`config.mk`:
```
export PLATFORM = sky130hd
export DESIGN_NAME = para_sync_fifo_fwft_flat
export DESIGN_NICKNAME = d
export VERILOG_FILES = /design/src/rtl/para_sync_fifo_fwft_if.sv /design/src/rtl/para_sync_fifo_fwft.sv /design/src/flat_wrapper.sv
export SDC_FILE = /design/constraint.sdc
export NUM_CORES = 1
export LEC_CHECK = 0
export CAP_MARGIN = 10
export CELL_PAD_IN_SITES_DETAIL_PLACEMENT = 0
export CELL_PAD_IN_SITES_GLOBAL_PLACEMENT = 1
export CORE_AREA = 4 4 239 241
export DETAILED_ROUTE_END_ITERATION = 8
export DIE_AREA = 0 0 243 245
export HOLD_SLACK_MARGIN = 0.03
export PLACE_DENSITY = 0.6
export SETUP_SLACK_MARGIN = 0.5
export SLEW_MARGIN = 40
export SYNTH_ARGS = -nofsm -noshare
export SYNTH_HDL_FRONTEND = slang
export SYNTH_SLANG_ARGS = --single-unit
```
`constraint.sdc`:
```
create_clock -name clk -period 10.7 [get_ports clk]
set_input_delay 1.605 -clock clk [delete_from_list [all_inputs] [get_ports clk]]
set_output_delay 1.605 -clock clk [all_outputs]
set_load 0.02 [all_outputs]
```
`src/rtl/para_sync_fifo_fwft_if.sv`:
```
// Port bundle for para_sync_fifo_fwft: write side, read side, thresholds, status and error flags.
// Latency: none, wiring only.
// Backpressure: producer watches full/prog_full, consumer watches valid/empty; the FIFO drops and flags illegal ops.
interface para_sync_fifo_fwft_if #(
    parameter int DATA_WIDTH = 8,
    parameter int ADDR_WIDTH = 6
);
    localparam int CNT_WIDTH = ADDR_WIDTH + 1;

    // write side
    logic                  wr_en;
    logic [DATA_WIDTH-1:0] din;
    // read side
    logic                  rd_en;
    logic [DATA_WIDTH-1:0] dout;
    logic                  valid;
    // occupancy status
    logic                  full;
    logic                  empty;
    logic                  almost_full;
    logic                  almost_empty;
    logic                  prog_full;
    logic                  prog_empty;
    logic [CNT_WIDTH-1:0]  prog_full_thr;
    logic [CNT_WIDTH-1:0]  prog_empty_thr;
    logic [CNT_WIDTH-1:0]  data_count;
    // sticky errors
    logic                  overflow;
    logic                  underflow;
    logic                  clr_err;

    // FIFO side
    modport slave (
        input  wr_en, din, rd_en, prog_full_thr, prog_empty_thr, clr_err,
        output dout, valid, full, empty, almost_full, almost_empty,
               prog_full, prog_empty, data_count, overflow, underflow
    );

    // producer/consumer side
    modport master (
        output wr_en, din, rd_en, prog_full_thr, prog_empty_thr, clr_err,
        input  dout, valid, full, empty, almost_full, almost_empty,
               prog_full, prog_empty, data_count, overflow, underflow
    );
endinterface

```
`src/rtl/para_sync_fifo_fwft.sv`:
```
// Single-clock FIFO with standard or first-word-fall-through read, programmable thresholds and sticky errors.
// Latency: standard mode dout/valid one edge after an accepted rd_en; FWFT head on dout one edge after its write.
// Backpressure: writes while full / reads while empty are dropped and set sticky flags; all flags are registered.
module para_sync_fifo_fwft #(
    parameter int DATA_WIDTH     = 8,
    parameter int ADDR_WIDTH     = 6,
    parameter int FWFT_MODE      = 0,
    parameter int PROG_FULL_DEF  = 50,
    parameter int PROG_EMPTY_DEF = 10
) (
    input  logic                    clk,
    input  logic                    rst,
    para_sync_fifo_fwft_if.slave    fifo_if
);
    localparam int DEPTH     = 2 ** ADDR_WIDTH;
    localparam int CNT_WIDTH = ADDR_WIDTH + 1;

    // The documented threshold defaults must fit the threshold ports.
    if (PROG_FULL_DEF < 0 || PROG_FULL_DEF >= 2 ** CNT_WIDTH ||
        PROG_EMPTY_DEF < 0 || PROG_EMPTY_DEF >= 2 ** CNT_WIDTH) begin : g_bad_thr_default
        $error("para_sync_fifo_fwft: threshold default does not fit CNT_WIDTH");
    end

    logic [DATA_WIDTH-1:0] mem_q [DEPTH];

    logic [ADDR_WIDTH:0]   wr_ptr_q, wr_ptr_d;
    logic [ADDR_WIDTH:0]   rd_ptr_q, rd_ptr_d;
    logic [CNT_WIDTH-1:0]  count_q, count_d;
    logic [DATA_WIDTH-1:0] dout_q, dout_d;
    logic                  valid_q, valid_d;
    logic                  full_q, full_d;
    logic                  empty_q, empty_d;
    logic                  afull_q, afull_d;
    logic                  aempty_q, aempty_d;
    logic                  pfull_q, pfull_d;
    logic                  pempty_q, pempty_d;
    logic                  ovf_q, ovf_d;
    logic                  unf_q, unf_d;

    logic                  wr_acc;
    logic                  rd_acc;
    logic [DATA_WIDTH-1:0] head_word;

    // Acceptance uses registered flags only, so no rd/wr-to-flag combinational path exists.
    assign wr_acc = fifo_if.wr_en && !full_q;
    assign rd_acc = fifo_if.rd_en && !empty_q;

    // Next-state pointers, occupancy, read data and flags derived from post-operation occupancy.
    always_comb begin
        wr_ptr_d  = wr_ptr_q;
        rd_ptr_d  = rd_ptr_q;
        count_d   = count_q;
        dout_d    = dout_q;
        valid_d   = 1'b0;
        head_word = '0;

        if (wr_acc) begin
            wr_ptr_d = wr_ptr_q + (ADDR_WIDTH + 1)'(1);
        end
        if (rd_acc) begin
            rd_ptr_d = rd_ptr_q + (ADDR_WIDTH + 1)'(1);
        end
        case ({wr_acc, rd_acc})
            2'b10:   count_d = count_q + CNT_WIDTH'(1);
            2'b01:   count_d = count_q - CNT_WIDTH'(1);
            default: count_d = count_q;
        endcase

        if (FWFT_MODE != 0) begin
            // The new head is the word being written this edge when nothing older remains.
            if (wr_acc && (wr_ptr_q == rd_ptr_d)) begin
                head_word = fifo_if.din;
            end else begin
                head_word = mem_q[rd_ptr_d[ADDR_WIDTH-1:0]];
            end
            valid_d = (count_d != '0);
            if (valid_d) begin
                dout_d = head_word;
            end
        end else begin
            valid_d = rd_acc;
            if (rd_acc) begin
                dout_d = mem_q[rd_ptr_q[ADDR_WIDTH-1:0]];
            end
        end

        full_d   = (count_d == CNT_WIDTH'(DEPTH));
        empty_d  = (count_d == '0);
        afull_d  = (count_d >= CNT_WIDTH'(DEPTH - 1));
        aempty_d = (count_d <= CNT_WIDTH'(1));
        pfull_d  = (count_d >= fifo_if.prog_full_thr);
        pempty_d = (count_d <= fifo_if.prog_empty_thr);

        // A fresh error event takes priority over clr_err.
        if (fifo_if.wr_en && full_q) begin
            ovf_d = 1'b1;
        end else if (fifo_if.clr_err) begin
            ovf_d = 1'b0;
        end else begin
            ovf_d = ovf_q;
        end
        if (fifo_if.rd_en && empty_q) begin
            unf_d = 1'b1;
        end else if (fifo_if.clr_err) begin
            unf_d = 1'b0;
        end else begin
            unf_d = unf_q;
        end
    end

    // Control and status registers with synchronous reset.
    always_ff @(posedge clk) begin
        if (rst) begin
            wr_ptr_q <= '0;
            rd_ptr_q <= '0;
            count_q  <= '0;
            dout_q   <= '0;
            valid_q  <= 1'b0;
            full_q   <= 1'b0;
            empty_q  <= 1'b1;
            afull_q  <= 1'b0;
            aempty_q <= 1'b1;
            pfull_q  <= 1'b0;
            pempty_q <= 1'b1;
            ovf_q    <= 1'b0;
            unf_q    <= 1'b0;
        end else begin
            wr_ptr_q <= wr_ptr_d;
            rd_ptr_q <= rd_ptr_d;
            count_q  <= count_d;
            dout_q   <= dout_d;
            valid_q  <= valid_d;
            full_q   <= full_d;
            empty_q  <= empty_d;
            afull_q  <= afull_d;
            aempty_q <= aempty_d;
            pfull_q  <= pfull_d;
            pempty_q <= pempty_d;
            ovf_q    <= ovf_d;
            unf_q    <= unf_d;
        end
    end

    // Storage array; contents survive reset, only the pointers are cleared.
    always_ff @(posedge clk) begin
        if (wr_acc && !rst) begin
            mem_q[wr_ptr_q[ADDR_WIDTH-1:0]] <= fifo_if.din;
        end
    end

    assign fifo_if.dout         = dout_q;
    assign fifo_if.valid        = valid_q;
    assign fifo_if.full         = full_q;
    assign fifo_if.empty        = empty_q;
    assign fifo_if.almost_full  = afull_q;
    assign fifo_if.almost_empty = aempty_q;
    assign fifo_if.prog_full    = pfull_q;
    assign fifo_if.prog_empty   = pempty_q;
    assign fifo_if.data_count   = count_q;
    assign fifo_if.overflow     = ovf_q;
    assign fifo_if.underflow    = unf_q;
endmodule

```
`src/flat_wrapper.sv`:
```
// flat-port wrapper written by rule: the top's interface ports become plain ports
module para_sync_fifo_fwft_flat 
#(
    parameter int DATA_WIDTH     = 8,
    parameter int ADDR_WIDTH     = 6,
    parameter int FWFT_MODE      = 0,
    parameter int PROG_FULL_DEF  = 50,
    parameter int PROG_EMPTY_DEF = 10
)
  (clk, rst, fifo_if_wr_en, fifo_if_din, fifo_if_rd_en, fifo_if_prog_full_thr, fifo_if_prog_empty_thr, fifo_if_clr_err, fifo_if_dout, fifo_if_valid, fifo_if_full, fifo_if_empty, fifo_if_almost_full, fifo_if_almost_empty, fifo_if_prog_full, fifo_if_prog_empty, fifo_if_data_count, fifo_if_overflow, fifo_if_underflow);
  para_sync_fifo_fwft_if #(.DATA_WIDTH(DATA_WIDTH), .ADDR_WIDTH(ADDR_WIDTH)) fifo_if_i ();
  input  logic clk;
  input  logic rst;
  input wire logic [$bits(fifo_if_i.wr_en)-1:0] fifo_if_wr_en;
  input wire logic [$bits(fifo_if_i.din)-1:0] fifo_if_din;
  input wire logic [$bits(fifo_if_i.rd_en)-1:0] fifo_if_rd_en;
  input wire logic [$bits(fifo_if_i.prog_full_thr)-1:0] fifo_if_prog_full_thr;
  input wire logic [$bits(fifo_if_i.prog_empty_thr)-1:0] fifo_if_prog_empty_thr;
  input wire logic [$bits(fifo_if_i.clr_err)-1:0] fifo_if_clr_err;
  output wire logic [$bits(fifo_if_i.dout)-1:0] fifo_if_dout;
  output wire logic [$bits(fifo_if_i.valid)-1:0] fifo_if_valid;
  output wire logic [$bits(fifo_if_i.full)-1:0] fifo_if_full;
  output wire logic [$bits(fifo_if_i.empty)-1:0] fifo_if_empty;
  output wire logic [$bits(fifo_if_i.almost_full)-1:0] fifo_if_almost_full;
  output wire logic [$bits(fifo_if_i.almost_empty)-1:0] fifo_if_almost_empty;
  output wire logic [$bits(fifo_if_i.prog_full)-1:0] fifo_if_prog_full;
  output wire logic [$bits(fifo_if_i.prog_empty)-1:0] fifo_if_prog_empty;
  output wire logic [$bits(fifo_if_i.data_count)-1:0] fifo_if_data_count;
  output wire logic [$bits(fifo_if_i.overflow)-1:0] fifo_if_overflow;
  output wire logic [$bits(fifo_if_i.underflow)-1:0] fifo_if_underflow;
  assign fifo_if_i.wr_en = fifo_if_wr_en;
  assign fifo_if_i.din = fifo_if_din;
  assign fifo_if_i.rd_en = fifo_if_rd_en;
  assign fifo_if_i.prog_full_thr = fifo_if_prog_full_thr;
  assign fifo_if_i.prog_empty_thr = fifo_if_prog_empty_thr;
  assign fifo_if_i.clr_err = fifo_if_clr_err;
  assign fifo_if_dout = fifo_if_i.dout;
  assign fifo_if_valid = fifo_if_i.valid;
  assign fifo_if_full = fifo_if_i.full;
  assign fifo_if_empty = fifo_if_i.empty;
  assign fifo_if_almost_full = fifo_if_i.almost_full;
  assign fifo_if_almost_empty = fifo_if_i.almost_empty;
  assign fifo_if_prog_full = fifo_if_i.prog_full;
  assign fifo_if_prog_empty = fifo_if_i.prog_empty;
  assign fifo_if_data_count = fifo_if_i.data_count;
  assign fifo_if_overflow = fifo_if_i.overflow;
  assign fifo_if_underflow = fifo_if_i.underflow;
  para_sync_fifo_fwft #(.DATA_WIDTH(DATA_WIDTH), .ADDR_WIDTH(ADDR_WIDTH), .FWFT_MODE(FWFT_MODE), .PROG_FULL_DEF(PROG_FULL_DEF), .PROG_EMPTY_DEF(PROG_EMPTY_DEF)) u_core (.clk(clk), .rst(rst), .fifo_if(fifo_if_i));
endmodule
```
==> summary.md, run 1 <==
| Metric | Value |
|---|---|
| Outcome | `complete, no violations` |
| Sink Count | `548` |
| Site row count | `86` |
| Area grow syn2layout | `14.90%` |
| Worst setup SP type | `primary input` |
| Clk_skew | `about 25 ps` |
| Mean number of vias per cell | `5.516` |
| Die footprint | `59540 um^2` |
| Num ports | `51` |
| H-tree level count | `2` |
| Crit-path cells | `clkdlybuf4s50_1 > nor2b_1 > buf_4 > inv_4 > ha_1 > o31a_1 > a2111oi_4 > o31ai_1 > xnor2_1 > ha_1 > a21oi_1 > o21ai_0 > a221oi_1 > a211oi_1 > a21o_1` |
| Clock root cell | `clkbuf_16` |
| Post-Syn Instances | `1140` |
| Gr usage total | `16.99%` |
| Initial DRC count | `1020` |
| Total grt overflow | `0` |
| Worst relative slew slack | `39.83%` |
| Cell accounting for the most synthesized area | `edfxtp_1` |
| Largest net degree at the start of global routing | `65` |
| Detailed Route WL | `between 50000 and 60000 um` |
| Synth top area cells | `edfxtp_1 71%, mux4_2 14%, dfxtp_1 3.3%` |
| Setup Viol. Count Final | `0` |
| Initial antenna violation count | `0` |
| MaxCap Viol Count | `0` |
| Avg Cell Area, Syn | `between 15 and 20 um^2` |
| Hold Crit Class | `reg -> reg` |
| Synth Register Bits | `548` |
| DR WL/cell | `25.72 um` |
| CTS tree | `built` |
| P per Cell Area | `roughly 200 nW/um^2` |
| Postcts setup bufs | `0` |
| Nature of the critical path endpoint | `register` |
| Clk_lat worst skew | `610 ps` |
| Vias | `10790` |
| Number of enable flip-flop cells after synthesis | `512` |
| CTS Buf Count | `58` |
| Maximum VDD drop | `about 0.12 mV` |
| Hold_buf cts | `0` |
| Layout cells sized above 1 | `25.08%` |
| Max clock buf depth | `3` |
| Core Area | `between 50000 and 60000 um^2` |
| Minimum clock period | `4728 ps` |
| Sequential cell area fraction in the yosys report | `73.92%` |
| WS Path Type | `in -> reg` |
| Pwr Total | `just under 5000 uW` |
| Leakage | `0.007632 uW` |
| Worst slew pin tran | `roughly 900 ps` |
| Worst hold slack | `483.5 ps` |
| Global-route wire length before repair | `around 75000 um` |
| Placed wire-length estimate | `between 20000 and 30000 um` |
| CP Data Required Time | `11200 ps` |
| Fill cells | `4723` |
| Drt drc | `0` |
| Initial Util | `39.68%` |
| Synth cell types | `65` |
| Yosys Warn Count | `0` |
| Die Y-Extent | `~250 um` |
| Total Nets Final | `1245` |
| I/O Buffers | `50` |
| ANT nets after route | `0` |
| RSZ-0062 raised after global routing | `no` |
| Chip width | `roughly 240 um` |
| FFs w/ async S/R, synth | `0%` |
| Max FO, Critical Path | `12` |
| Final worst-path cycle share | `between 40 and 50%` |
| Synth Cell Area | `21770 um^2` |
| Synth top area share | `70.61%` |
| Max-slew violation count | `0` |
| RePlAce Congestion | `0.7402` |
| Most used flip-flop cell after synthesis | `edfxtp_1` |
| Drt pass-1 iters | `5` |
| Setup TNS Final | `0 ps` |
| Critical Path Most Common Cell | `ha_1` |
| Max stage delay on crit path | `480 ps` |
| Post-CTS sizing | `0` |
| Reg clk slew, reported paths | `roughly 60 ps` |
| Final Hold Fails | `0` |
| Leading cell types in the layout, fill and taps excluded | `512 x edfxtp_1, 132 x mux4_2, 59 x clkbuf_16` |
| Slowest CP cell | `a2111oi_4` |
| Number of global-route vias before repair | `11330` |
| CP arrival | `5220 ps` |
| Peak Freq | `around 210 MHz` |
| Commonest non-fill, non-tap cell in the layout | `edfxtp_1` |
| Diode count | `0` |
| Post-synth net total | `1181` |
==> through the flow <==
stage / utilization, % / area, um^2 / instances / worst slack, ps
after floorplan: - / 21770 / 1140 / 6109
after global placement: 41.84 / 22960 / 1843 / 5461
after detailed placement: 42.02 / 23060 / 1845 / 5379
after CTS: 45.34 / 24880 / 1953 / 6025
after global routing: 45.59 / 25020 / 1956 / 5640
final: 45.59 / 25020 / 1956 / 5972
==> cell type report <==
cell class / instances / area, um^2 / share of cell area, %
Inverter: 21 / 81.33 / 0.3251
Timing Repair Buffer: 72 / 701.9 / 2.806
Multi-Input combinational cell: 503 / 5429 / 21.70
Sequential cell: 548 / 16100 / 64.36
Clock inverter: 16 / 112.6 / 0.4501
Clock buffer: 92 / 1710 / 6.836
Tap cell: 704 / 880.8 / 3.521
==> where the power goes <==
group          switching [uW]  total [uW]  internal [uW]
Clock                     796        1910           1110
Sequential               57.4        2430           2370
Combinational             314         595            282
Total                    1170        4930           3760
==> kinds of logic after synthesis <==
| logic type | share of synthesized area (%) |
|---|---|
| buf+inv | 1.804 |
| fa+ha+maj | 0.8504 |
| compound gates | 5.039 |
| flops | 73.92 |
| xor+xnor | 0.6034 |
| simple gates | 3.850 |
| mux | 13.93 |
==> final timing paths <==
path | startpoint | slack [ps] | endpoint | cells after the start
worst max-delay path | fifo_if_wr_en | 5970 | u_core.fifo_if.prog_full | 15
worst min register to register | u_core.fifo_if.dout[3] | 480 | u_core.fifo_if.dout[3] | 1
worst max register to register | u_core.rd_ptr_q[1] | 6900 | u_core.fifo_if.dout[0] | 8
worst min-delay path | u_core.fifo_if.dout[3] | 480 | u_core.fifo_if.dout[3] | 1
==> critical path, delay by kind of cell <==
family	cells	cell delay (ps)
buffers and inverters	3	770
and+or+nand+nor	1	130
adders and majority gates	2	660
AOI/OAI and AO/OA	8	1690
xor gates and xnor gates	1	360
==> layer usage <==
layer | up-vias | GRT usage, % | share of wire, %
met1 | 5686 | 23.98 | 45
li1 | 4797 | - | -
met4 | 0 | 3.650 | 1.5
met3 | 52 | 3.561 | 5.0
met5 | - | 0 | 0
met2 | 254 | 27.59 | 49
==> cell usage after synthesis, drive strengths merged, types with 6 or more instances <==
master	n
xor2	8
inv	21
nand2	29
nor2	92
nand3	14
clkbuf	32
o21ai	27
dfxtp	36
nand4	8
a21oi	32
a22oi	53
xnor2	7
ha	14
buf	36
mux4	132
a21boi	6
a22o	8
edfxtp	512
nor2b	6
==> flip-flops by register name (all words and copies together), names as in the netlist <==
register                     flops
u_core.wr_ptr_q                  6
u_core.fifo_if.underflow         1
u_core.fifo_if.prog_empty        1
u_core.fifo_if.full              1
u_core.fifo_if.almost_empty      1
u_core.fifo_if.prog_full         1
u_core.fifo_if.overflow          1
u_core.fifo_if.valid             1
u_core.mem_q                   512
u_core.fifo_if.almost_full       1
u_core.fifo_if.empty             1
u_core.fifo_if.dout              8
u_core.fifo_if.data_count        7
u_core.rd_ptr_q                  6
(Power assumes the default switching activity.)
==> run 2: changes to the inputs <==
--- a/config.mk
+++ b/config.mk
@@ -12,7 +12,7 @@
 export DETAILED_ROUTE_END_ITERATION = 8
 export DIE_AREA = 0 0 243 245
 export HOLD_SLACK_MARGIN = 0.03
-export PLACE_DENSITY = 0.6
+export PLACE_DENSITY = 0.62
 export SETUP_SLACK_MARGIN = 0.5
 export SLEW_MARGIN = 40
 export SYNTH_ARGS = -nofsm -noshare
==> constraint.sdc (replaced) <==
create_clock -name clk -period 4.3 [get_ports clk]
set_input_delay 0.645 -clock clk [delete_from_list [all_inputs] [get_ports clk]]
set_output_delay 0.645 -clock clk [all_outputs]
set_load 0.02 [all_outputs]
==> run 2 against run 1 <==
Against the previous run:
- wire length decreased by 0.45%
- highest routed layer unchanged
- largest cell class unchanged
- worst hold slack got worse by 120 ps
- global-route usage is 0.059 points lower
- die area stayed put
- clock skew is 4.6 ps higher
- total power rose by 150%
- count of clock-buffer cells in the layout shrank 19
- clock power rose by 150%
==> summary.md, run 2 (synthesis gave the netlist of run 1 again) <==
| Metric | Value |
|---|---|
| Worst slew pin tran | `798.9 ps (-101.2 ps)` |
| CTS Buf Count | `55 (-5.2%)` |
| P per Cell Area | `485.2 nW/um^2 (+150%)` |
| Die Y-Extent | `245 um (unchanged)` |
| Critical R2R Launch | `u_core.fifo_if.full` |
| Vias | `10990 (+1.9%)` |
| Total grt overflow | `0 (unchanged)` |
| CP arrival | `3990 ps (-1230 ps)` |
| Clk_lat worst skew | `620 ps (about the same)` |
| Clock root cell | `clkbuf_16` |
| Site row count | `86 (unchanged)` |
| Area grow syn2layout | `16.33%` |
| Peak Freq | `between 200 and 300 MHz` |
| Drt pass-1 iters | `5 (unchanged)` |
| FF-to-FF path depth | `13 (+5)` |
| Final Hold Fails | `0 (unchanged)` |
| Setup TNS Final | `0 ps (unchanged)` |
| CTS tree | `built` |
| Max-slew violation count | `0 (unchanged)` |
| Initial antenna violation count | `0 (unchanged)` |
| Hold_sp | `fifo_if_din[4]` |
| Detailed Route WL | `50080 um (-0.45%)` |
| Number of global-route vias before repair | `11400 (+0.65%)` |
| Global-route wire length before repair | `75350 um (+0.18%)` |
| Busiest grt layer | `met2` |
| Diode count | `0 (unchanged)` |
| Hold depth | `1 (unchanged)` |
| Core Area | `54880 um^2 (unchanged)` |
| Sink Count | `548 (unchanged)` |
| Mean number of vias per cell | `5.462 (-0.98%)` |
| I/O Buffers | `50 (unchanged)` |
| WS Path Type | `in -> reg` |
| Leading cell types in the layout, fill and taps excluded | `512 x edfxtp_1, 132 x mux4_2, 88 x nor2_1` |
| Pwr Total | `12290 uW (+150%)` |
| Met2 Track Usage GR | `27.38% (-0.21 points)` |
| Worst setup SP type | `primary input` |
| Met3 Use GR | `3.299% (-0.26 points)` |
| Maximum VDD drop | `0.3007 mV (+150%)` |
| Leakage | `0.007952 uW (+4.2%)` |
| Hold_buf cts | `0 (unchanged)` |
| MaxCap Viol Count | `0 (unchanged)` |
| Chip width | `243 um (unchanged)` |
| Max FFs per register | `512 (unchanged)` |
| Final worst-path cycle share | `81.80%` |
| Setup Viol. Count Final | `0 (unchanged)` |
| RSZ-0062 raised after global routing | `no` |
| Initial Util | `39.68% (unchanged)` |
| Clk_skew | `29.52 ps (+4.628 ps)` |
| Outcome | `complete, no violations` |
| ANT nets after route | `0 (unchanged)` |
| Total Nets Final | `1304 (+4.7%)` |
| Hold EP | `u_core.mem_q[12][4]` |
| RePlAce Congestion | `0.7638 (+3.2%)` |
| Initial DRC count | `874 (-14%)` |
| Nature of the critical path endpoint | `register` |
| Die footprint | `59540 um^2 (unchanged)` |
| Placed wire-length estimate | `31120 um (+4.3%)` |
| Largest net degree at the start of global routing | `65 (unchanged)` |
| Worst relative slew slack | `46.74% (+6.9 points)` |
| CP Data Required Time | `4770 ps (-6430 ps)` |
| Drt drc | `0 (unchanged)` |
| Worst R2R End | `u_core.fifo_if.prog_empty` |
| Num ports | `51 (unchanged)` |
| Commonest non-fill, non-tap cell in the layout | `edfxtp_1` |
| DR WL/cell | `24.89 um (-3.2%)` |
| FF-to-FF setup slack | `980 ps (-5920 ps)` |
| Max FO, Critical Path | `12 (unchanged)` |
| Max clock buf depth | `3 (unchanged)` |
| Hold Crit Class | `in -> reg` |
| Gr usage total | `16.93% (-0.059 points)` |
| H-tree level count | `2 (unchanged)` |
| GR Util met1 | `24.13% (+0.15 points)` |
| Minimum clock period | `roughly 3500 ps` |
| Layout cells sized above 1 | `25.46% (+0.38 points)` |
| Reg clk slew, reported paths | `70 ps (about the same)` |
run 2: worst max-delay path by stage:
| stage | from | to | slack (ps) | cells after the start |
|---|---|---|---|---|
| after global routing | fifo_if_wr_en | u_core.fifo_if.prog_empty | 520 | 18 |
| final | fifo_if_wr_en | u_core.fifo_if.prog_empty | 780 | 14 |
| after floorplan | fifo_if_wr_en | u_core.fifo_if.prog_empty | 670 | 15 |
| after detailed placement | fifo_if_wr_en | u_core.fifo_if.prog_full | 40 | 14 |
| after CTS | fifo_if_wr_en | u_core.fifo_if.prog_full | 700 | 14 |
| after global placement | fifo_if_wr_en | u_core.fifo_if.prog_full | 100 | 14 |
run 2: timing repair:
action / in CTS / in global routing
setup buffers: 0 / 0
endpoints found under the setup margin: 0 / 1
gates resized for setup: 0 / 1
run 2: worst max-delay path: stages:
cell,delay [ps]
clkdlybuf4s50_1,470
nor2b_2,240
inv_4,100
ha_1,340
o31a_1,180
a2111oi_4,370
o31ai_1,150
xnor2_1,360
ha_1,320
nand3_1,80
o211ai_1,100
maj3_1,360
a31oi_1,140
o21ai_0,110
run 2: metrics by stage:
step           utilization, %  area (um^2)  hold WS [ps]  worst slack [ps]  std cells
2_1_floorplan               -        21770         515.0             668.8       1140
3_3_place_gp            42.87        23520         491.8             97.53       1910
3_5_place_dp            42.89        23540         481.5             39.60       1910
4_1_cts                 46.14        25320         343.3             696.6       2012
5_1_grt                 46.16        25330         364.1             521.3       2012
6_report                46.16        25330         367.6             782.6       2012
run 2: report_power, final:
group	leakage (uW)	switching [uW]	total [uW]	internal (uW)
Sequential	0.00490	126	6020	5890
Combinational	0.00218	814	1570	756
Clock	0.000871	2000	4700	2700
Total	0.00795	2940	12300	9350
run 2: layout make-up:
type / instances / area (um^2)
clock buffer: 73 / 1504
clock inverter: 29 / 280.3
fill: 4640 / 29550
inverter: 21 / 81.33
multi-input combinational: 503 / 5314
sequential: 548 / 16100
tap: 704 / 880.8
timing repair buffer: 134 / 1166
run 2: per-layer routing:
layer,part of all wire [%],vias to the layer above
met5,0,-
met3,5.1,61
met4,1.8,0
met1,45,5728
li1,-,4904
met2,48,296
==> run 3: changes to the inputs <==
==> constraint.sdc (replaced) <==
create_clock -name clk -period 3.1 [get_ports clk]
set_input_delay 0.465 -clock clk [delete_from_list [all_inputs] [get_ports clk]]
set_output_delay 0.465 -clock clk [all_outputs]
set_load 0.02 [all_outputs]
==> run 3 against run 2 <==
Against the previous run:
- total power up 45%
- utilization increased by 1.8 points
- via count increased by 4.5%
- critical path type unchanged
- worst hold slack got worse by 25 ps
- sequential cell count unchanged
- non-clock buffer count is 74 higher
==> summary.md, run 3 (synthesis gave the netlist of run 1 again) <==
| Metric | Value |
|---|---|
| Outcome | `complete, no violations` |
| Net Switching | `4239 uW (+44%)` |
| Number of global-route vias before repair | `11730 (+2.9%)` |
| Num ports | `51 (unchanged)` |
| Worst relative slew slack | `38.39% (-8.4 points)` |
| Diode count | `0 (unchanged)` |
| Placed wire-length estimate | `33230 um (+6.8%)` |
| Combinational share of power | `15.3% (+2.5 points)` |
| Power share of the clock group | `38.2% (about the same)` |
| Max-slew violation count | `0 (unchanged)` |
| CP arrival | `3300 ps (-690 ps)` |
| Hold_buf cts | `0 (unchanged)` |
| Area of placed instances | `24010 um^2 (+2.0%)` |
| WS Path Type | `in -> reg` |
| Buf/Inv on CP | `2 (unchanged)` |
| Sink Count | `548 (unchanged)` |
| Max FFs per register | `512 (unchanged)` |
| Net Sw Frac | `23.74% (-0.18 points)` |
| Fill cells | `4609 (-0.67%)` |
| Worst setup SP type | `primary input` |
| Drt drc | `0 (unchanged)` |
| Global-route wire length before repair | `77830 um (+3.3%)` |
| Leakage | `0.008447 uW (+6.2%)` |
| H-tree level count | `2 (unchanged)` |
| Clock root cell | `clkbuf_16` |
| CTS Buf Count | `57 (+3.6%)` |
| Reg clk slew, reported paths | `60 ps (about the same)` |
| I/O Buffers | `50 (unchanged)` |
| Commonest non-fill, non-tap cell in the layout | `edfxtp_1` |
| Chip width | `243 um (unchanged)` |
| Max clock buf depth | `3 (unchanged)` |
| Vias | `11490 (+4.5%)` |
| Maximum VDD drop | `0.4019 mV (+34%)` |
| Drt pass-1 iters | `5 (unchanged)` |
| Die footprint | `59540 um^2 (unchanged)` |
| Mean number of vias per cell | `5.491 (+0.53%)` |
| Peak Freq | `351.9 MHz` |
| Slowest CP cell | `clkdlybuf4s50_1` |
| Hold Crit Class | `in -> reg` |
| Total Nets Final | `1380 (+5.8%)` |
| P per Cell Area | `678.5 nW/um^2 (+40%)` |
| Core Area | `54880 um^2 (unchanged)` |
| MaxCap Viol Count | `0 (unchanged)` |
| Reg power frac | `46.5% (-2.5 points)` |
| Detailed Route WL | `51780 um (+3.4%)` |
| CTS tree | `built` |
| Crit-path cells | `clkdlybuf4s50_1 > nor2b_4 > inv_8 > ha_4 > o311a_4 > a21oi_2 > xor2_2 > ha_4 > nand2_1 > o21ai_1 > o211ai_1 > maj3_2 > a31oi_1 > o21ai_1` |
| Internal | `13620 uW (+46%)` |
| Leading cell types in the layout, fill and taps excluded | `512 x edfxtp_1, 148 x buf_4, 132 x mux4_2` |
| Initial antenna violation count | `0 (unchanged)` |
| RSZ-0062 raised after global routing | `yes` |
| Nature of the critical path endpoint | `register` |
| Die Y-Extent | `245 um (unchanged)` |
| CP Data Required Time | `3560 ps (-1210 ps)` |
| Site row count | `86 (unchanged)` |
| Setup Viol. Count Final | `0 (unchanged)` |
| ANT nets after route | `0 (unchanged)` |
| DP Cell Count | `1968 (+3.0%)` |
| Clk_lat worst skew | `610 ps (about the same)` |
| Minimum clock period | `2842 ps` |
| Gr usage total | `17.41% (+0.48 points)` |
| Initial DRC count | `962 (+10%)` |
| Max stage delay on crit path | `480 ps (about the same)` |
| Final worst-path cycle share | `between 90 and 100%` |
| Largest net degree at the start of global routing | `65 (unchanged)` |
| Area grow syn2layout | `20.88%` |
| Final Cell Area | `26320 um^2 (+3.9%)` |
| RePlAce Congestion | `0.7912 (+3.6%)` |
| DR WL/cell | `24.75 um (-0.56%)` |
| Layout cells sized above 1 | `32.13% (+6.7 points)` |
| Clk_skew | `21.94 ps (-7.579 ps)` |
| Max FO, Critical Path | `8 (-4)` |
| CP top delay family | `compound AO/OA/AOI/OAI gates` |
| Worst slew pin tran | `922.9 ps (+124.0 ps)` |
| Register Area | `16110 um^2 (about the same)` |
| Multi-input gate area | `5528 um^2 (+4.0%)` |
| Final Hold Fails | `0 (unchanged)` |
| Initial Util | `39.68% (unchanged)` |
| Layout Cells excl Fill | `2092 (+4.0%)` |
| Total grt overflow | `0 (unchanged)` |
[run 3: changes by cell type in the layout (fill, tap and decap cells not counted), sizes merged]
cell,change
buf,+73
bufinv,+1
clkbuf,+6
clkinv,+1
clkinvlp,-1
[run 3: worst reg2reg max path, stage by stage, from the launching register on]
cell and delay (ps):
dfxtp_2 330, nand2b_4 160, inv_6 90, buf_4 180, a22oi_1 100, o311a_4 340
a21oi_2 190, xor2_2 280, ha_4 180, nand2_1 50, o21ai_1 130, o211ai_1 110
maj3_2 310, a31oi_1 160, o21ai_1 80
[run 3: worst paths after layout]
check | from | to | slack (ps) | cells past startpoint
worst max-delay path | fifo_if_wr_en | u_core.fifo_if.prog_empty | 260 | 14
worst min-delay path | fifo_if_din[0] | u_core.mem_q[62][0] | 340 | 1
worst max register to register | u_core.fifo_if.empty | u_core.fifo_if.prog_empty | 300 | 14
worst min register to register | u_core.fifo_if.dout[4] | u_core.fifo_if.dout[4] | 490 | 1
[run 3: what timing repair did]
item / 4_1_cts / 5_1_grt
cloned: 0 / 1
setup endpoints to repair: 13 / 11
gates resized for setup: 33 / 25
pin swaps: 9 / 12
setup buffers: 3 / 11
[run 3: power by group through the flow]
stage	Sequential, uW	Clock, uW	Combinational [uW]
2_1_floorplan	8450	0	1510
3_3_place_gp	8440	0	2460
3_5_place_dp	8440	0	2460
4_1_cts	8290	6980	2590
5_1_grt	8310	7330	2970
6_report	8300	6820	2730
[run 3: area by class of cell]
class	count	share of cell area [%]
timing repair buffer	208	6.912
multi-input combinational	503	21.00
clock inverter	30	1.051
clock buffer	78	6.147
inverter	21	0.3470
sequential	548	61.20
tap	704	3.347
[run 3: layer usage]
layer	vias up	GRT usage [%]	routed length [um]
li1	5058	-	-
met5	-	0	0
met3	62	3.845	3522
met2	354	27.42	24160
met4	0	3.429	861
met1	6013	25.35	23240
[run 3: through the flow]
stage	util, %	setup slack [ps]	hold WS (ps)	total power (uW)	TNS (ps)
final	47.96	258.4	342.7	17860	0
after global routing	47.96	130.1	339.8	18600	0
after CTS	47.49	251.5	350.4	17870	0
after detailed placement	43.76	-666.8	468.6	10900	-1801
after global placement	43.75	-632.8	476.7	10900	-1629
after floorplan	-	19.52	514.7	9955	0
